===== config.mk =====
export PLATFORM = sky130hd
export DESIGN_NAME = fetch_sequencer_flat
export DESIGN_NICKNAME = d
export VERILOG_FILES = /design/src/rtl/fetch_sequencer_if.sv /design/src/rtl/fetch_sequencer.sv /design/src/flat_wrapper.sv
export SDC_FILE = /design/constraint.sdc
export NUM_CORES = 1
export LEC_CHECK = 0
export ABC_AREA = 1
export BUFFER_PORTS_ARGS = -buffer_cell sky130_fd_sc_hd__buf_2
export CORE_UTILIZATION = 25
export CTS_CLUSTER_DIAMETER = 200
export DETAILED_ROUTE_END_ITERATION = 8
export PLACE_DENSITY = 0.53
export SLEW_MARGIN = 30
export SYNTH_ARGS = -nofsm -noshare
export SYNTH_HDL_FRONTEND = slang
export SYNTH_SLANG_ARGS = --single-unit

===== constraint.sdc =====
create_clock -name clk -period 1.9 [get_ports clk]
set_input_delay 0.285 -clock clk [delete_from_list [all_inputs] [get_ports clk]]
set_output_delay 0.285 -clock clk [all_outputs]
set_load 0.01 [all_outputs]

===== src/rtl/fetch_sequencer_if.sv =====
// ----------------------------------------------------------------------------
// fetch_sequencer_if
//   Bundles the hazard/branch/halt inputs and the PC / IF-ID control outputs
//   of the IF-stage fetch sequencer.
//
//   Signalling: there is no valid/ready pairing here. Every input is a level
//   that the sequencer samples on each rising clk edge; every output is a
//   combinational level valid for the whole current cycle.
//
//   Modports:
//     master : the sequencer (consumes hazard/branch/halt, drives controls)
//     slave  : the pipeline side (drives hazard/branch/halt, consumes controls)
//
//   Signals:
//     id_rs, id_rt, id_uses_rt   source registers of the instruction in ID
//     ex_memread, ex_rt          load in EX and its destination register
//     branch_taken               taken branch resolved this cycle
//     halt_req, resume           halt request / release from halt
//     PCWrite, hzdetect          PC load enable, hazard indication
//     flush, freeze              clear IF/ID to NOP, hold IF/ID
//     PCSrc                      PC mux select (00 PC+4, 01 start, 10 branch)
//     state_o                    current sequencer state (debug)
//     stall_count, flush_count   saturating event counters (debug)
// ----------------------------------------------------------------------------
interface fetch_sequencer_if #(
    parameter int CNT_W = 16
);
    logic [4:0]       id_rs;
    logic [4:0]       id_rt;
    logic             id_uses_rt;
    logic             ex_memread;
    logic [4:0]       ex_rt;
    logic             branch_taken;
    logic             halt_req;
    logic             resume;
    logic             PCWrite;
    logic             hzdetect;
    logic             flush;
    logic             freeze;
    logic [1:0]       PCSrc;
    logic [2:0]       state_o;
    logic [CNT_W-1:0] stall_count;
    logic [CNT_W-1:0] flush_count;

    modport master (
        input  id_rs, id_rt, id_uses_rt, ex_memread, ex_rt,
               branch_taken, halt_req, resume,
        output PCWrite, hzdetect, flush, freeze, PCSrc,
               state_o, stall_count, flush_count
    );

    modport slave (
        output id_rs, id_rt, id_uses_rt, ex_memread, ex_rt,
               branch_taken, halt_req, resume,
        input  PCWrite, hzdetect, flush, freeze, PCSrc,
               state_o, stall_count, flush_count
    );
endinterface


===== src/rtl/fetch_sequencer.sv =====
// ----------------------------------------------------------------------------
// fetch_sequencer
//   Control FSM for the IF stage. Sequences boot (start-address load),
//   load-use stalls, taken-branch flushes and halt/resume, and keeps
//   saturating stall/flush event counters for debug.
//
//   Ports:
//     clk  : rising-edge clock
//     rst  : asynchronous, active-low reset
//     bus  : fetch_sequencer_if.master (inputs, controls, debug state/counters)
//
//   Parameters:
//     LOAD_STALL   : cycles IF is frozen per load-use hazard (1..15)
//     FLUSH_CYCLES : cycles IF/ID is flushed per taken branch (1..15)
//     CNT_W        : event counter width
// ----------------------------------------------------------------------------
module fetch_sequencer #(
    parameter int LOAD_STALL   = 1,
    parameter int FLUSH_CYCLES = 1,
    parameter int CNT_W        = 16
) (
    input  logic                clk,
    input  logic                rst,
    fetch_sequencer_if.master   bus
);

    typedef enum logic [2:0] {
        BOOT  = 3'd0,
        RUN   = 3'd1,
        STALL = 3'd2,
        FLUSH = 3'd3,
        HALT  = 3'd4
    } state_t;

    localparam logic [1:0] SRC_SEQ    = 2'b00;
    localparam logic [1:0] SRC_START  = 2'b01;
    localparam logic [1:0] SRC_BRANCH = 2'b10;

    // The cycle that detects the event is itself the first stall/flush cycle,
    // so the dedicated state only has to cover the remaining N-1 cycles.
    localparam logic [3:0] STALL_RELOAD = 4'(LOAD_STALL - 1);
    localparam logic [3:0] FLUSH_RELOAD = 4'(FLUSH_CYCLES - 1);

    state_t           state_q, state_d;
    logic [3:0]       cnt_q, cnt_d;
    logic [CNT_W-1:0] stall_cnt_q, flush_cnt_q;
    logic             stall_inc, flush_inc;
    logic             hz;

    logic             pc_write, hz_out, flush_out, freeze_out;
    logic [1:0]       pc_src;

    // Load-use hazard; register 0 is hard-wired and never hazards.
    assign hz = bus.ex_memread && (bus.ex_rt != 5'd0) &&
                ((bus.ex_rt == bus.id_rs) ||
                 (bus.id_uses_rt && (bus.ex_rt == bus.id_rt)));

    // ------------------------------------------------------------------
    // State register and down-counter
    // ------------------------------------------------------------------
    always_ff @(posedge clk or negedge rst) begin
        if (!rst) begin
            state_q <= BOOT;
            cnt_q   <= 4'd0;
        end else begin
            state_q <= state_d;
            cnt_q   <= cnt_d;
        end
    end

    // ------------------------------------------------------------------
    // Next state and outputs
    // ------------------------------------------------------------------
    always_comb begin
        state_d    = state_q;
        cnt_d      = cnt_q;
        stall_inc  = 1'b0;
        flush_inc  = 1'b0;
        pc_write   = 1'b0;
        hz_out     = 1'b0;
        flush_out  = 1'b0;
        freeze_out = 1'b0;
        pc_src     = SRC_SEQ;

        unique case (state_q)
            BOOT: begin
                pc_src    = SRC_START;
                pc_write  = 1'b1;
                flush_out = 1'b1;
                state_d   = RUN;
            end

            RUN: begin
                if (bus.branch_taken) begin
                    pc_src    = SRC_BRANCH;
                    pc_write  = 1'b1;
                    flush_out = 1'b1;
                    flush_inc = 1'b1;
                    if (FLUSH_CYCLES > 1) begin
                        state_d = FLUSH;
                        cnt_d   = FLUSH_RELOAD;
                    end else begin
                        state_d = RUN;
                    end
                end else if (hz) begin
                    hz_out     = 1'b1;
                    freeze_out = 1'b1;
                    stall_inc  = 1'b1;
                    if (LOAD_STALL > 1) begin
                        state_d = STALL;
                        cnt_d   = STALL_RELOAD;
                    end else begin
                        state_d = RUN;
                    end
                end else if (bus.halt_req) begin
                    freeze_out = 1'b1;
                    state_d    = HALT;
                end else begin
                    pc_write = 1'b1;
                end
            end

            STALL: begin
                if (bus.branch_taken) begin
                    // A resolved branch kills the stalled instruction anyway.
                    pc_src    = SRC_BRANCH;
                    pc_write  = 1'b1;
                    flush_out = 1'b1;
                    flush_inc = 1'b1;
                    if (FLUSH_CYCLES > 1) begin
                        state_d = FLUSH;
                        cnt_d   = FLUSH_RELOAD;
                    end else begin
                        state_d = RUN;
                        cnt_d   = 4'd0;
                    end
                end else begin
                    hz_out     = 1'b1;
                    freeze_out = 1'b1;
                    if (cnt_q <= 4'd1) begin
                        state_d = RUN;
                        cnt_d   = 4'd0;
                    end else begin
                        cnt_d = cnt_q - 4'd1;
                    end
                end
            end

            FLUSH: begin
                pc_write  = 1'b1;
                flush_out = 1'b1;
                if (bus.branch_taken) begin
                    pc_src    = SRC_BRANCH;
                    flush_inc = 1'b1;
                    if (FLUSH_CYCLES > 1) begin
                        cnt_d = FLUSH_RELOAD;
                    end else begin
                        state_d = RUN;
                        cnt_d   = 4'd0;
                    end
                end else if (cnt_q <= 4'd1) begin
                    state_d = RUN;
                    cnt_d   = 4'd0;
                end else begin
                    cnt_d = cnt_q - 4'd1;
                end
            end

            HALT: begin
                freeze_out = 1'b1;
                if (bus.resume) begin
                    state_d = RUN;
                end
            end

            default: begin
                // Unused encodings behave as plain RUN for one cycle.
                pc_write = 1'b1;
                state_d  = RUN;
                cnt_d    = 4'd0;
            end
        endcase

        // Reset forces the boot-time values asynchronously.
        if (!rst) begin
            pc_write   = 1'b0;
            hz_out     = 1'b0;
            flush_out  = 1'b1;
            freeze_out = 1'b0;
            pc_src     = SRC_START;
            stall_inc  = 1'b0;
            flush_inc  = 1'b0;
        end
    end

    // ------------------------------------------------------------------
    // Saturating event counters
    // ------------------------------------------------------------------
    always_ff @(posedge clk or negedge rst) begin
        if (!rst) begin
            stall_cnt_q <= '0;
            flush_cnt_q <= '0;
        end else begin
            if (stall_inc && (stall_cnt_q != {CNT_W{1'b1}})) begin
                stall_cnt_q <= stall_cnt_q + 1'b1;
            end
            if (flush_inc && (flush_cnt_q != {CNT_W{1'b1}})) begin
                flush_cnt_q <= flush_cnt_q + 1'b1;
            end
        end
    end

    assign bus.PCWrite     = pc_write;
    assign bus.hzdetect    = hz_out;
    assign bus.flush       = flush_out;
    assign bus.freeze      = freeze_out;
    assign bus.PCSrc       = pc_src;
    assign bus.state_o     = state_q;
    assign bus.stall_count = stall_cnt_q;
    assign bus.flush_count = flush_cnt_q;

endmodule


===== src/flat_wrapper.sv =====
// flat-port wrapper written by rule: the top's interface ports become plain ports
module fetch_sequencer_flat 
#(
    parameter int LOAD_STALL   = 1,
    parameter int FLUSH_CYCLES = 1,
    parameter int CNT_W        = 16
)
  (clk, rst, bus_id_rs, bus_id_rt, bus_id_uses_rt, bus_ex_memread, bus_ex_rt, bus_branch_taken, bus_halt_req, bus_resume, bus_PCWrite, bus_hzdetect, bus_flush, bus_freeze, bus_PCSrc, bus_state_o, bus_stall_count, bus_flush_count);
  fetch_sequencer_if #(.CNT_W(CNT_W)) bus_i ();
  input  logic clk;
  input  logic rst;
  input wire logic [$bits(bus_i.id_rs)-1:0] bus_id_rs;
  input wire logic [$bits(bus_i.id_rt)-1:0] bus_id_rt;
  input wire logic [$bits(bus_i.id_uses_rt)-1:0] bus_id_uses_rt;
  input wire logic [$bits(bus_i.ex_memread)-1:0] bus_ex_memread;
  input wire logic [$bits(bus_i.ex_rt)-1:0] bus_ex_rt;
  input wire logic [$bits(bus_i.branch_taken)-1:0] bus_branch_taken;
  input wire logic [$bits(bus_i.halt_req)-1:0] bus_halt_req;
  input wire logic [$bits(bus_i.resume)-1:0] bus_resume;
  output wire logic [$bits(bus_i.PCWrite)-1:0] bus_PCWrite;
  output wire logic [$bits(bus_i.hzdetect)-1:0] bus_hzdetect;
  output wire logic [$bits(bus_i.flush)-1:0] bus_flush;
  output wire logic [$bits(bus_i.freeze)-1:0] bus_freeze;
  output wire logic [$bits(bus_i.PCSrc)-1:0] bus_PCSrc;
  output wire logic [$bits(bus_i.state_o)-1:0] bus_state_o;
  output wire logic [$bits(bus_i.stall_count)-1:0] bus_stall_count;
  output wire logic [$bits(bus_i.flush_count)-1:0] bus_flush_count;
  assign bus_i.id_rs = bus_id_rs;
  assign bus_i.id_rt = bus_id_rt;
  assign bus_i.id_uses_rt = bus_id_uses_rt;
  assign bus_i.ex_memread = bus_ex_memread;
  assign bus_i.ex_rt = bus_ex_rt;
  assign bus_i.branch_taken = bus_branch_taken;
  assign bus_i.halt_req = bus_halt_req;
  assign bus_i.resume = bus_resume;
  assign bus_PCWrite = bus_i.PCWrite;
  assign bus_hzdetect = bus_i.hzdetect;
  assign bus_flush = bus_i.flush;
  assign bus_freeze = bus_i.freeze;
  assign bus_PCSrc = bus_i.PCSrc;
  assign bus_state_o = bus_i.state_o;
  assign bus_stall_count = bus_i.stall_count;
  assign bus_flush_count = bus_i.flush_count;
  fetch_sequencer #(.LOAD_STALL(LOAD_STALL), .FLUSH_CYCLES(FLUSH_CYCLES), .CNT_W(CNT_W)) u_core (.clk(clk), .rst(rst), .bus(bus_i));
endmodule

# --- After elaboration in Yosys (flattened, before gate mapping) ---
# Cells that the tools add are included.
# Widths: inputs -> output; s select.
op_classes:
  n_lt_le_gt_ge: 1
  eq_ne: 11
  reduce_logical: 14
  add_sub_neg: 3
  muxes: 35
op_table:
  columns: ["cell", "count"]
  rows:
  - ["$add 16x1->16 const B", 2]
  - ["$ne 16x16->1 const B", 2]
  - ["$mux 1", 18]
  - ["$mux 3", 6]
  - ["$eq 5x5->1", 2]
  - ["$pmux 3 s3", 1]
  - ["$mux 4", 2]
  - ["$pmux 4 s2", 1]
  - ["$eq 3x2->1 const B", 2]
  - ["$pmux 1 s3", 2]
  - ["$reduce_or 2->1", 3]
  - ["$reduce_or 3->1", 2]
  - ["$logic_and 1x1->1", 5]
  - ["$reduce_bool 5->1", 1]
  - ["$le 4x1->1 const B", 1]
  - ["$mux 2", 2]
  - ["$ne 4x3->1 const B", 1]
  - ["$pmux 1 s2", 2]
  - ["$pmux 2 s2", 1]
  - ["$sub 4x1->4 const B", 1]
  - ["$eq 3x1->1 const B", 1]
  - ["$eq 3x3->1 const B", 1]
  - ["$logic_not 3->1", 1]
  - ["$ne 3x1->1 const B", 1]
  - ["3 further kinds", 3]
totals:
  ff_bits: 39
  wordCells: 68
  output_inout_bits: 41

# --- Logic depth before layout (Yosys ltp) ---
# Gate-level depths: netlist (run 1).
logic_depth:
  depth_word: 9
  mapped_depth: 11
  depth_no_buf: 11

# --- Worst setup path before layout (run 1) ---
# OpenSTA, ideal clock, no wires.
synth_timing:
  path_kind: "reg-to-reg"
  start: "register u_core.state_q[2], in the netlist u_core.bus.state_o[2]"
  end: "register u_core.flush_cnt_q[8], in the netlist u_core.bus.flush_count[8]"
  setup_time_ps: 124
  synth_period_minus_slack_ps: 1662
  setup_slack_ps: 238
  t_arrival_ps: 1538
  path_stages_with_launch: 9
  required_time_ps: 1776
  path_cell_list: "dfrtp_1 > inv_1 > ha_1 > nand2_1 > nor2_1 > nand2_2 > inv_1 > nand4_1 > xor2_1"
synth_between:
  elab_chain_len: 5
synth_rtl:
  columns: ["item", "line_no", "text"]
  rows:
  - ["from (decl)", "fetch_sequencer.sv:44", "state_t state_q, state_d;"]
  - ["from (signal assigned)", "fetch_sequencer.sv:66", "state_q <= state_d;"]
  - ["$eq 3x1->1 or $eq 3x2->1 (tied branches)", "fetch_sequencer.sv:85", "unique case (state_q)"]
  - ["$reduce_or 3->1 (no source line) *", null, null]
  - ["$mux 1 *", null, null]
  - ["$mux 1 *", "fetch_sequencer.sv:185", "if (!rst) begin"]
  - ["$logic_and 1x1->1 *", "fetch_sequencer.sv:207", "if (flush_inc && (flush_cnt_q != {CNT_W{1'b1}})) begin"]
  - ["to (signal assigned)", "fetch_sequencer.sv:208", "flush_cnt_q <= flush_cnt_q + 1'b1;"]
  - ["to (decl)", "fetch_sequencer.sv:46", "logic [CNT_W-1:0] stall_cnt_q, flush_cnt_q;"]
# Mark *: on every way between the ends. The rest lies on a longest branch, timed or not.
# A chain may end at the register's enable or synchronous reset.

# --- Final worst setup path (run 1) ---
layout_timing:
  start: "register u_core.state_q[2], in the netlist u_core.bus.state_o[2]"
  end: "output port bus_freeze"
layout_between:
  elab_chain_len: 3
layout_rtl:
  columns: ["item", "line_no", "text"]
  rows:
  - ["$eq 3x3->1 (tied with other cells)", "fetch_sequencer.sv:85", null]
  - ["$pmux 1 s3 *", "fetch_sequencer.sv:85", null]
  - ["$mux 1 *", "fetch_sequencer.sv:185", null]
  - ["to (decl)", "flat_wrapper.sv:23", "output wire logic [$bits(bus_i.freeze)-1:0] bus_freeze;"]
# Marks and branches as above.

==> impl_metrics.json, run 1 <==
{
  "numClockSinks": 34,
  "overflow": 0,
  "critPathLaunchType": "register",
  "setup_violations": 0,
  "finalHoldViolations": 0,
  "nNetsFinal": 393,
  "clock_latency_ns": 0.28,
  "yosysWarnings": 0,
  "place_inst": 458,
  "cts_tree": "yes",
  "endpoint_kind": "primary output",
  "drive_above_1_share_pct": 28.1,
  "root_buffer": "clkbuf_8",
  "outcome": "completed",
  "synth_area_mm2": 0.00214,
  "min_period_ns": 1.82,
  "area_delta_synth_final_pct": 28.3,
  "finalCritPeriodShare_pct": 96.0,
  "netlist_instances": 291,
  "stdcell_count": 472,
  "grt_pass1_vias": 1872,
  "finClkSkew_ns": 0.00750,
  "drc_errors": 0,
  "antenna_found_initial": 0,
  "critPathArrivalTime_ns": 1.54,
  "crit_type": "reg -> out",
  "hpwl_mm": 3.92,
  "die-height_um": 94.6,
  "syn-num-nets": 318,
  "io_buffers": 61,
  "n_antenna_cell": 0,
  "via_per_inst": 4.11,
  "grt_max_degree": 25,
  "numCtsBuffers": 5,
  "fin_tns_setup_ns": 0,
  "rsz0062_at_grt": "true",
  "ant_nets": 0,
  "core_area_mm2": 0.00826,
  "drt_iter0_markers": 39,
  "grt_pass1_wl_mm": 8.49,
  "track_usage_pct": 12.1,
  "die-area_mm2": 0.00895,
  "powerDensity_mw_per_mm2": 668,
  "drv_slew": 0,
  "syn_area_per_cell_um2": 7.37,
  "ioPinCount": 63,
  "crit_fanout": 3,
  "hold_path.class": "in -> async",
  "clkTransAtPathRegs_ns": 0.07,
  "die_w_um": 94.6,
  "synth_seq_cells": 34,
  "yosysUniqueCellTypes": 25,
  "vias": 1939,
  "htree_levels": 2,
  "max_freq_mhz": 548,
  "ys_seq_area_share_pct": 39.7,
  "start_util_pct": 26.0,
  "dr.pass1.iters": 4,
  "ir_worst_vdd_mv": 0.455,
  "cp_data_required_time_ns": 1.62,
  "clk_path_buf_depth": 2,
  "avgRoutedWirePerCell_um": 10.4,
  "num_rows": 33,
  "holdWs_ns": 0.0153,
  "drt-total-wl_mm": 4.89,
  "leakage_nw": 1.53,
  "place_congestion": 0.744,
  "max_cap_violations": 0
}
==> cell families (layout without fill, tap and decap cells) <==
logic type / count (synthesis) / count (layout) / share of synthesized area (%)
simple gates: 174 / 174 / 38.1
other cells: 1 / 1 / 0.175
buf+inv: 48 / 124 / 8.58
fa+ha+maj: 5 / 5 / 2.92
xor+xnor: 21 / 21 / 8.58
compound gates: 8 / 8 / 1.98
flops: 34 / 34 / 39.7
==> path summary, 6_finish.rpt <==
check / start / end / slack, ns / cells past startpoint
setup / recovery: u_core.bus.state_o[2] / bus_freeze / 0.08 / 9
hold / removal: rst / u_core.bus.stall_count[13] / 0.02 / 2
setup reg to reg: u_core.bus.stall_count[0] / u_core.bus.stall_count[11] / 0.26 / 9
hold reg to reg: u_core.bus.flush_count[15] / u_core.bus.flush_count[15] / 0.51 / 1
max in group asynchronous: rst / u_core.bus.flush_count[6] / 1.20 / 3
min in group clk: bus_halt_req / u_core.bus.state_o[2] / 0.30 / 3
==> metal layers <==
metal  wire length [µm]  up-vias  GRT usage [%]
li1                   -     1034              -
met3                290        5           3.54
met5                  0        -              0
met4                 31        0           2.65
met2               2300       39           20.3
met1               2270      861           15.5
==> worst max-delay path: stages (launching register included) <==
cell and delay [ns]:
dfrtp_1 0.39, inv_2 0.08, ha_4 0.13, inv_1 0.06, nor2_4 0.11, inv_2 0.05
a21oi_2 0.12, nor2_1 0.07, nor2_1 0.12, buf_2 0.14
==> state kept, by name (all words and copies together) (netlist names) <==
| name | count |
|---|---|
| u_core.bus.stall_count | 16 |
| u_core.bus.flush_count | 16 |
| u_core.bus.state_o | 2 |
==> timing repair <==
action | CTS | global route
resized for setup | 3 | 5
endpoints found under the setup margin | 2 | 3
buffers inserted | 3 | 2
pin swaps | 2 | 2
endpoints found under the hold margin | 15 | 0
hold buffers | 1 | 0
==> cell type report <==
class                   instances  area, µm²
flip-flops and latches         34        852
clock inverters                 1       5.00
clock buffers                   7       86.3
fillers                       874       5510
repair buffers                 69        368
inverters                      47        176
well taps                     105        131
multi-input cells             209       1130
==> cells in the final DEF (no fill, tap or decap) <==
| cell type | n |
|---|---|
| nor2_4 | 3 |
| nor3_1 | 6 |
| o21bai_1 | 1 |
| buf_2 | 61 |
| nand3b_1 | 4 |
| nor3_2 | 1 |
| dfrtp_2 | 1 |
| nand3_1 | 16 |
| conb_1 | 1 |
| ha_2 | 1 |
| ha_4 | 1 |
| inv_1 | 42 |
| a21oi_2 | 1 |
| nand2_2 | 5 |
| dfrtp_1 | 33 |
| nand3_4 | 1 |
| clkinv_2 | 1 |
| nand4_2 | 1 |
| nor2_8 | 1 |
| dlygate4sd3_1 | 1 |
| inv_2 | 5 |
| nor3_4 | 1 |
| nand2_1 | 92 |
| ha_1 | 3 |
| nand4_1 | 6 |
| nor2_1 | 31 |
| o21ai_0 | 6 |
| xnor2_1 | 8 |
| xor2_1 | 13 |
| clkbuf_8 | 6 |
| clkbuf_1 | 1 |
| buf_4 | 7 |
| nor2_2 | 6 |
==> Yosys cell counts (all sizes together) <==
cell type  number  area share [%]
buf             1            0.35
nand3b          4             1.4
xnor2           8             3.3
nand3          17             4.6
inv            47             8.2
nand4           7             2.3
ha              5             2.9
dfrtp          34              40
conb            1            0.17
o21bai          1            0.35
xor2           13             5.3
a21oi           1            0.23
nor2           41             9.6
o21ai           6             1.4
nor3            8             2.6
nand2          97              18
==> through the flow <==
stage	instance area (µm²)	setup WS [ns]	total power [W]	util, %
final	2750	0.0760	0.00184	33.3
after global routing	2750	-0.00598	0.00197	33.3
after CTS	2720	0.0285	0.00186	32.9
after detailed placement	2590	0.110	0.00127	31.3
after global placement	2590	0.146	0.00127	31.3
after floorplan	2140	0.238	0.00110	-
==> report_power, final <==
part / switching, W / leakage (nW) / internal, W
logic: 0.000230 / 1.04 / 0.000181
registers: 0.0000777 / 0.447 / 0.000792
clock network: 0.000263 / 0.0482 / 0.000293
total: 0.000571 / 1.53 / 0.00127
Note: power is estimated with default switching activity, not from simulation.
==> run 2, diff against run 1 <==
--- a/config.mk
+++ b/config.mk
@@ -7,11 +7,10 @@
 export LEC_CHECK = 0
 export ABC_AREA = 1
 export BUFFER_PORTS_ARGS = -buffer_cell sky130_fd_sc_hd__buf_2
-export CORE_UTILIZATION = 25
+export CORE_UTILIZATION = 52
 export CTS_CLUSTER_DIAMETER = 200
 export DETAILED_ROUTE_END_ITERATION = 8
-export PLACE_DENSITY = 0.53
-export SLEW_MARGIN = 30
+export PLACE_DENSITY = 0.88
 export SYNTH_ARGS = -nofsm -noshare
 export SYNTH_HDL_FRONTEND = slang
 export SYNTH_SLANG_ARGS = --single-unit
==> run 2 against run 1 <==
Compared with the run above:
- final area decreased by 2.4%
- critical path depth unchanged
- flip-flop and latch count unchanged
- highest routed layer unchanged
- clock-buffer cell count decreased by 1
- first-iteration DRC count increased to 3.3 times the previous value
==> impl_metrics.json, run 2 (same netlist as run 1, synthesis figures left out) <==
{
  "layout_commonest_cell": "nand2_1",
  "track_usage_pct": 24.3,
  "io_buffers": 61,
  "finalHoldViolations": 0,
  "fill_cells": 319,
  "ant_nets": 0,
  "grt_pass1_wl_mm": 8.13,
  "setup_violations": 0,
  "via_per_inst": 4.85,
  "rsz0062_at_grt": "true",
  "fin_ws_ns": 0.0797,
  "clk_path_buf_depth": 2,
  "drv_slew": 0,
  "max_cap_violations": 0,
  "max_freq_mhz": 549,
  "core_area_mm2": 0.00380,
  "endpoint_kind": "primary output",
  "numClockSinks": 34,
  "critPathLaunchType": "register",
  "num_rows": 22,
  "crit_fanout": 3,
  "drt_iter0_markers": 129,
  "leakage_nw": 1.54,
  "die-height_um": 66.2,
  "numCtsBuffers": 5,
  "finalCritPeriodShare_pct": 95.8,
  "place_ws_ns": 0.143,
  "vias": 2005,
  "die_w_um": 66.2,
  "critPathBufInv": 4,
  "crit_type": "reg -> out",
  "ioPinCount": 63,
  "htree_levels": 2,
  "cts_tree": "yes",
  "ir_worst_vdd_mv": 0.558,
  "drt-total-wl_mm": 4.72,
  "grt_pass1_vias": 1941,
  "place_congestion": 0.825,
  "hpwl_mm": 3.63,
  "overflow": 0,
  "n_antenna_cell": 0,
  "finClkSkew_ns": 0.00593,
  "nNetsFinal": 393,
  "worst_path_max_delay_cell": "dfrtp_1",
  "fin_tns_setup_ns": 0,
  "clkTransAtPathRegs_ns": 0.06,
  "hold_path.class": "in -> reg",
  "cp_cell_sequence": "inv_2 -> ha_4 -> inv_1 -> nor2_4 -> inv_1 -> a21oi_2 -> nor2_1 -> nor2_1 -> buf_2",
  "powerDensity_mw_per_mm2": 675,
  "min_period_ns": 1.82,
  "drive_above_1_share_pct": 27.4,
  "crit_family": "flip-flops",
  "crit_path_max_incr_delay_ns": 0.40,
  "die-area_mm2": 0.00438,
  "clock_latency_ns": 0.28,
  "drc_errors": 0,
  "dr.pass1.iters": 4,
  "root_buffer": "clkbuf_8",
  "cp_data_required_time_ns": 1.62,
  "antenna_found_initial": 0,
  "layout_common_cells": "nand2_1, buf_2, inv_1",
  "avgRoutedWirePerCell_um": 11.4,
  "area_delta_synth_final_pct": 25.2,
  "holdWs_ns": 0.297,
  "outcome": "completed",
  "start_util_pct": 56.4,
  "grt_max_degree": 23,
  "critPathArrivalTime_ns": 1.54
}
-- run 2: cell types whose count changed in the layout (fill, tap and decap cells not counted) --
cell	delta
buf_12	+1
ha_1	+1
ha_2	-1
buf_4	-2
clkbuf_1	-1
inv_1	+1
inv_2	-1
clkinv_2	-1
buf_6	+1
-- run 2: tightest hold or removal path, cell delays in order --
cell	delay, ns
buf_2	0.11
nand4_1	0.09
nand2_1	0.05
-- run 2: routing by layer --
layer | share of wire (%) | up-vias | global-route usage, % | routed length (µm)
met3 | 5.0 | 9 | 4.66 | 237
met1 | 45 | 908 | 29.5 | 2120
li1 | - | 1030 | - | -
met4 | 1.4 | 0 | 7.98 | 65
met5 | 0 | - | 0 | 0
met2 | 49 | 58 | 42.6 | 2300
-- run 2: through the flow --
stage               instance area [µm²]  total power [W]  utilization [%]  instances
finish                             2680          0.00181             70.6        413
global route                       2680          0.00192             70.6        413
CTS                                2640          0.00181             69.5        411
detailed placement                 2520          0.00127             66.2        401
global placement                   2520          0.00125             66.2        401
floorplan                          2140          0.00110                -        291
-- run 2: area by class of cell --
class | instances | area, µm² | area share [%]
Timing Repair Buffer | 69 | 384 | 14.3
Sequential cell | 34 | 852 | 31.8
Multi-Input combinational cell | 209 | 1130 | 42.0
Inverter | 47 | 176 | 6.58
Clock buffer | 6 | 82.6 | 3.08
Tap cell | 48 | 60.1 | 2.24
-- run 2: path summary, 6_finish.rpt --
kind / to / cells past startpoint / from / slack (ns)
min reg2reg: u_core.bus.flush_count[12] / 1 / u_core.bus.flush_count[12] / 0.52
max in group asynchronous: u_core.bus.stall_count[6] / 3 / rst / 1.12
max: bus_freeze / 9 / u_core.bus.state_o[2] / 0.08
max reg2reg: u_core.bus.stall_count[12] / 10 / u_core.bus.stall_count[0] / 0.20
min in group asynchronous: u_core.bus.stall_count[11] / 3 / rst / 0.48
min: u_core.bus.state_o[2] / 3 / bus_halt_req / 0.30
-- run 2: report_power, final --
group,leakage [nW],internal (W),switching [W]
combinational,1.05,0.000179,0.000229
clock,0.0431,0.000279,0.000249
sequential,0.447,0.000792,0.0000829
total,1.54,0.00125,0.000560
-- run 2: repair_timing --
item | in CTS | in global routing
pin swaps | 2 | 1
hold buffers | 1 | 0
hold endpoints to repair | 12 | 0
setup buffers | 3 | 2
resized for setup | 3 | 4
setup endpoints to repair | 2 | 4
==> run 3, diff against run 2 <==
--- a/config.mk
+++ b/config.mk
@@ -7,10 +7,10 @@
 export LEC_CHECK = 0
 export ABC_AREA = 1
 export BUFFER_PORTS_ARGS = -buffer_cell sky130_fd_sc_hd__buf_2
-export CORE_UTILIZATION = 52
+export CORE_UTILIZATION = 45
 export CTS_CLUSTER_DIAMETER = 200
 export DETAILED_ROUTE_END_ITERATION = 8
-export PLACE_DENSITY = 0.88
+export PLACE_DENSITY = 0.79
 export SYNTH_ARGS = -nofsm -noshare
 export SYNTH_HDL_FRONTEND = slang
 export SYNTH_SLANG_ARGS = --single-unit
==> run 3 against run 2 <==
Compared with the run above:
- the run now ends with DRC left
- sequential power decreased by 0.5%
- die area increased by 15%
- worst setup slack improved by 0.0091 ns
- clock skew about the same
==> impl_metrics.json, run 3 (same netlist as run 1, synthesis figures left out) <==
{
  "outcome": "complete, but fails checks",
  "failed_checks": "DRC",
  "drt-total-wl_mm": 4.46,
  "finalHoldViolations": 0,
  "hpwl_mm": 3.54,
  "num_rows": 24,
  "track_usage_pct": 19.1,
  "drive_above_1_share_pct": 27.7,
  "core_area_mm2": 0.00447,
  "via_per_inst": 4.74,
  "crit_fanout": 3,
  "cts_tree": "yes",
  "seqCellArea_um2": 852,
  "root_buffer": "clkbuf_8",
  "ioPinCount": 63,
  "drc_errors": 1,
  "dpl-instance-area_mm2": 0.00252,
  "ant_nets": 0,
  "stdcell_area_mm2": 0.00266,
  "clkTransAtPathRegs_ns": 0.06,
  "layout_common_cells": "nand2_1, buf_2, inv_1",
  "start_util_pct": 47.9,
  "crit_type": "reg -> out",
  "stdcell_count": 417,
  "ir_worst_vdd_mv": 0.559,
  "rsz0062_at_grt": "true",
  "grt_max_degree": 24,
  "numClockSinks": 34,
  "hold_path.class": "in -> reg",
  "fin_ws_ns": 0.0888,
  "die_w_um": 71.0,
  "critPathArrivalTime_ns": 1.53,
  "dr.pass1.iters": 6,
  "place_inst": 405,
  "place_congestion": 0.814,
  "die-area_mm2": 0.00504,
  "drt_iter0_markers": 60,
  "grt_pass1_vias": 1819,
  "die-height_um": 71.0,
  "antenna_found_initial": 0,
  "vias": 1975,
  "leakage_nw": 1.53,
  "endpoint_kind": "primary output",
  "n_antenna_cell": 0,
  "io_buffers": 61,
  "avgRoutedWirePerCell_um": 10.7,
  "htree_levels": 2,
  "setup_violations": 0,
  "fill_cells": 425,
  "powerDensity_mw_per_mm2": 668,
  "max_cap_violations": 0,
  "grt_pass1_wl_mm": 7.58,
  "clk_path_buf_depth": 2,
  "finClkSkew_ns": 0.00612,
  "place_ws_ns": 0.0975,
  "area_delta_synth_final_pct": 24.3,
  "clock_latency_ns": 0.28,
  "overflow": 0,
  "max_freq_mhz": 552,
  "numCtsBuffers": 5,
  "finalCritPeriodShare_pct": 95.3,
  "min_period_ns": 1.81,
  "nNetsFinal": 392,
  "drv_slew": 0,
  "cp_data_required_time_ns": 1.62,
  "layout_commonest_cell": "nand2_1",
  "multiInputGateArea_mm2": 0.00113,
  "critPathLaunchType": "register"
}
-- run 3: cell types whose count changed in the layout (fill, tap and decap cells not counted) --
cell      change
clkinv_2      +2
buf_12        -1
inv_1         -1
inv_2         +1
clkbuf_8      -1
-- run 3: worst max-delay path, cell delays in order, from the launching register on --
cell     delay, ns
dfrtp_1       0.39
buf_4         0.14
buf_4         0.13
ha_1          0.18
inv_1         0.07
o21ai_0       0.07
nor2_1        0.13
buf_2         0.14
-- run 3: final timing paths --
check                                            from  depth (start not counted)  slack, ns                    endpoint
setup reg to reg            u_core.bus.stall_count[0]                         10       0.19   u_core.bus.stall_count[9]
hold / removal                           bus_halt_req                          3       0.30       u_core.bus.state_o[2]
max in group asynchronous                         rst                          4       0.89   u_core.bus.stall_count[1]
setup / recovery                u_core.bus.state_o[2]                          7       0.09                 bus_PCWrite
min in group asynchronous                         rst                          3       0.50  u_core.bus.flush_count[12]
hold reg to reg            u_core.bus.stall_count[11]                          1       0.52  u_core.bus.stall_count[11]
-- run 3: per-layer routing --
metal  GRT usage [%]  vias to the layer above  share of wire (%)
met5               0                        -                  0
met1            23.9                      900                 47
met4            6.00                        0               0.69
met2            33.2                       40                 49
li1                -                     1031                  -
met3            3.85                        4                3.5
-- run 3: final cells by class --
class / count / share of cell area (%)
well taps: 52 / 2.44
clock buffers: 5 / 2.58
clock inverters: 2 / 0.376
flip-flops and latches: 34 / 32.0
inverters: 47 / 6.62
multi-input cells: 209 / 42.3
repair buffers: 68 / 13.7
-- run 3: repair_timing --
item,in CTS,in global routing
endpoints found under the setup margin,3,3
endpoints found under the hold margin,11,0
resized for setup,3,5
setup buffers,3,1
pin swaps,3,1
hold buffers,1,0
cloned,0,0
-- run 3: power by group --
part / switching [W] / internal, W
logic: 0.000233 / 0.000180
clock network: 0.000251 / 0.000246
registers: 0.0000786 / 0.000792
total: 0.000563 / 0.00122
-- run 3: through the flow --
stage	util, %	setup TNS [ns]	hold slack [ns]	power (W)
floorplan	-	0	-0.0106	0.00110
global placement	56.3	0	0.286	0.00125
detailed placement	56.3	0	0.285	0.00127
CTS	59.0	0	0.295	0.00178
global route	59.5	-0.0330	0.306	0.00189
finish	59.5	0	0.301	0.00178
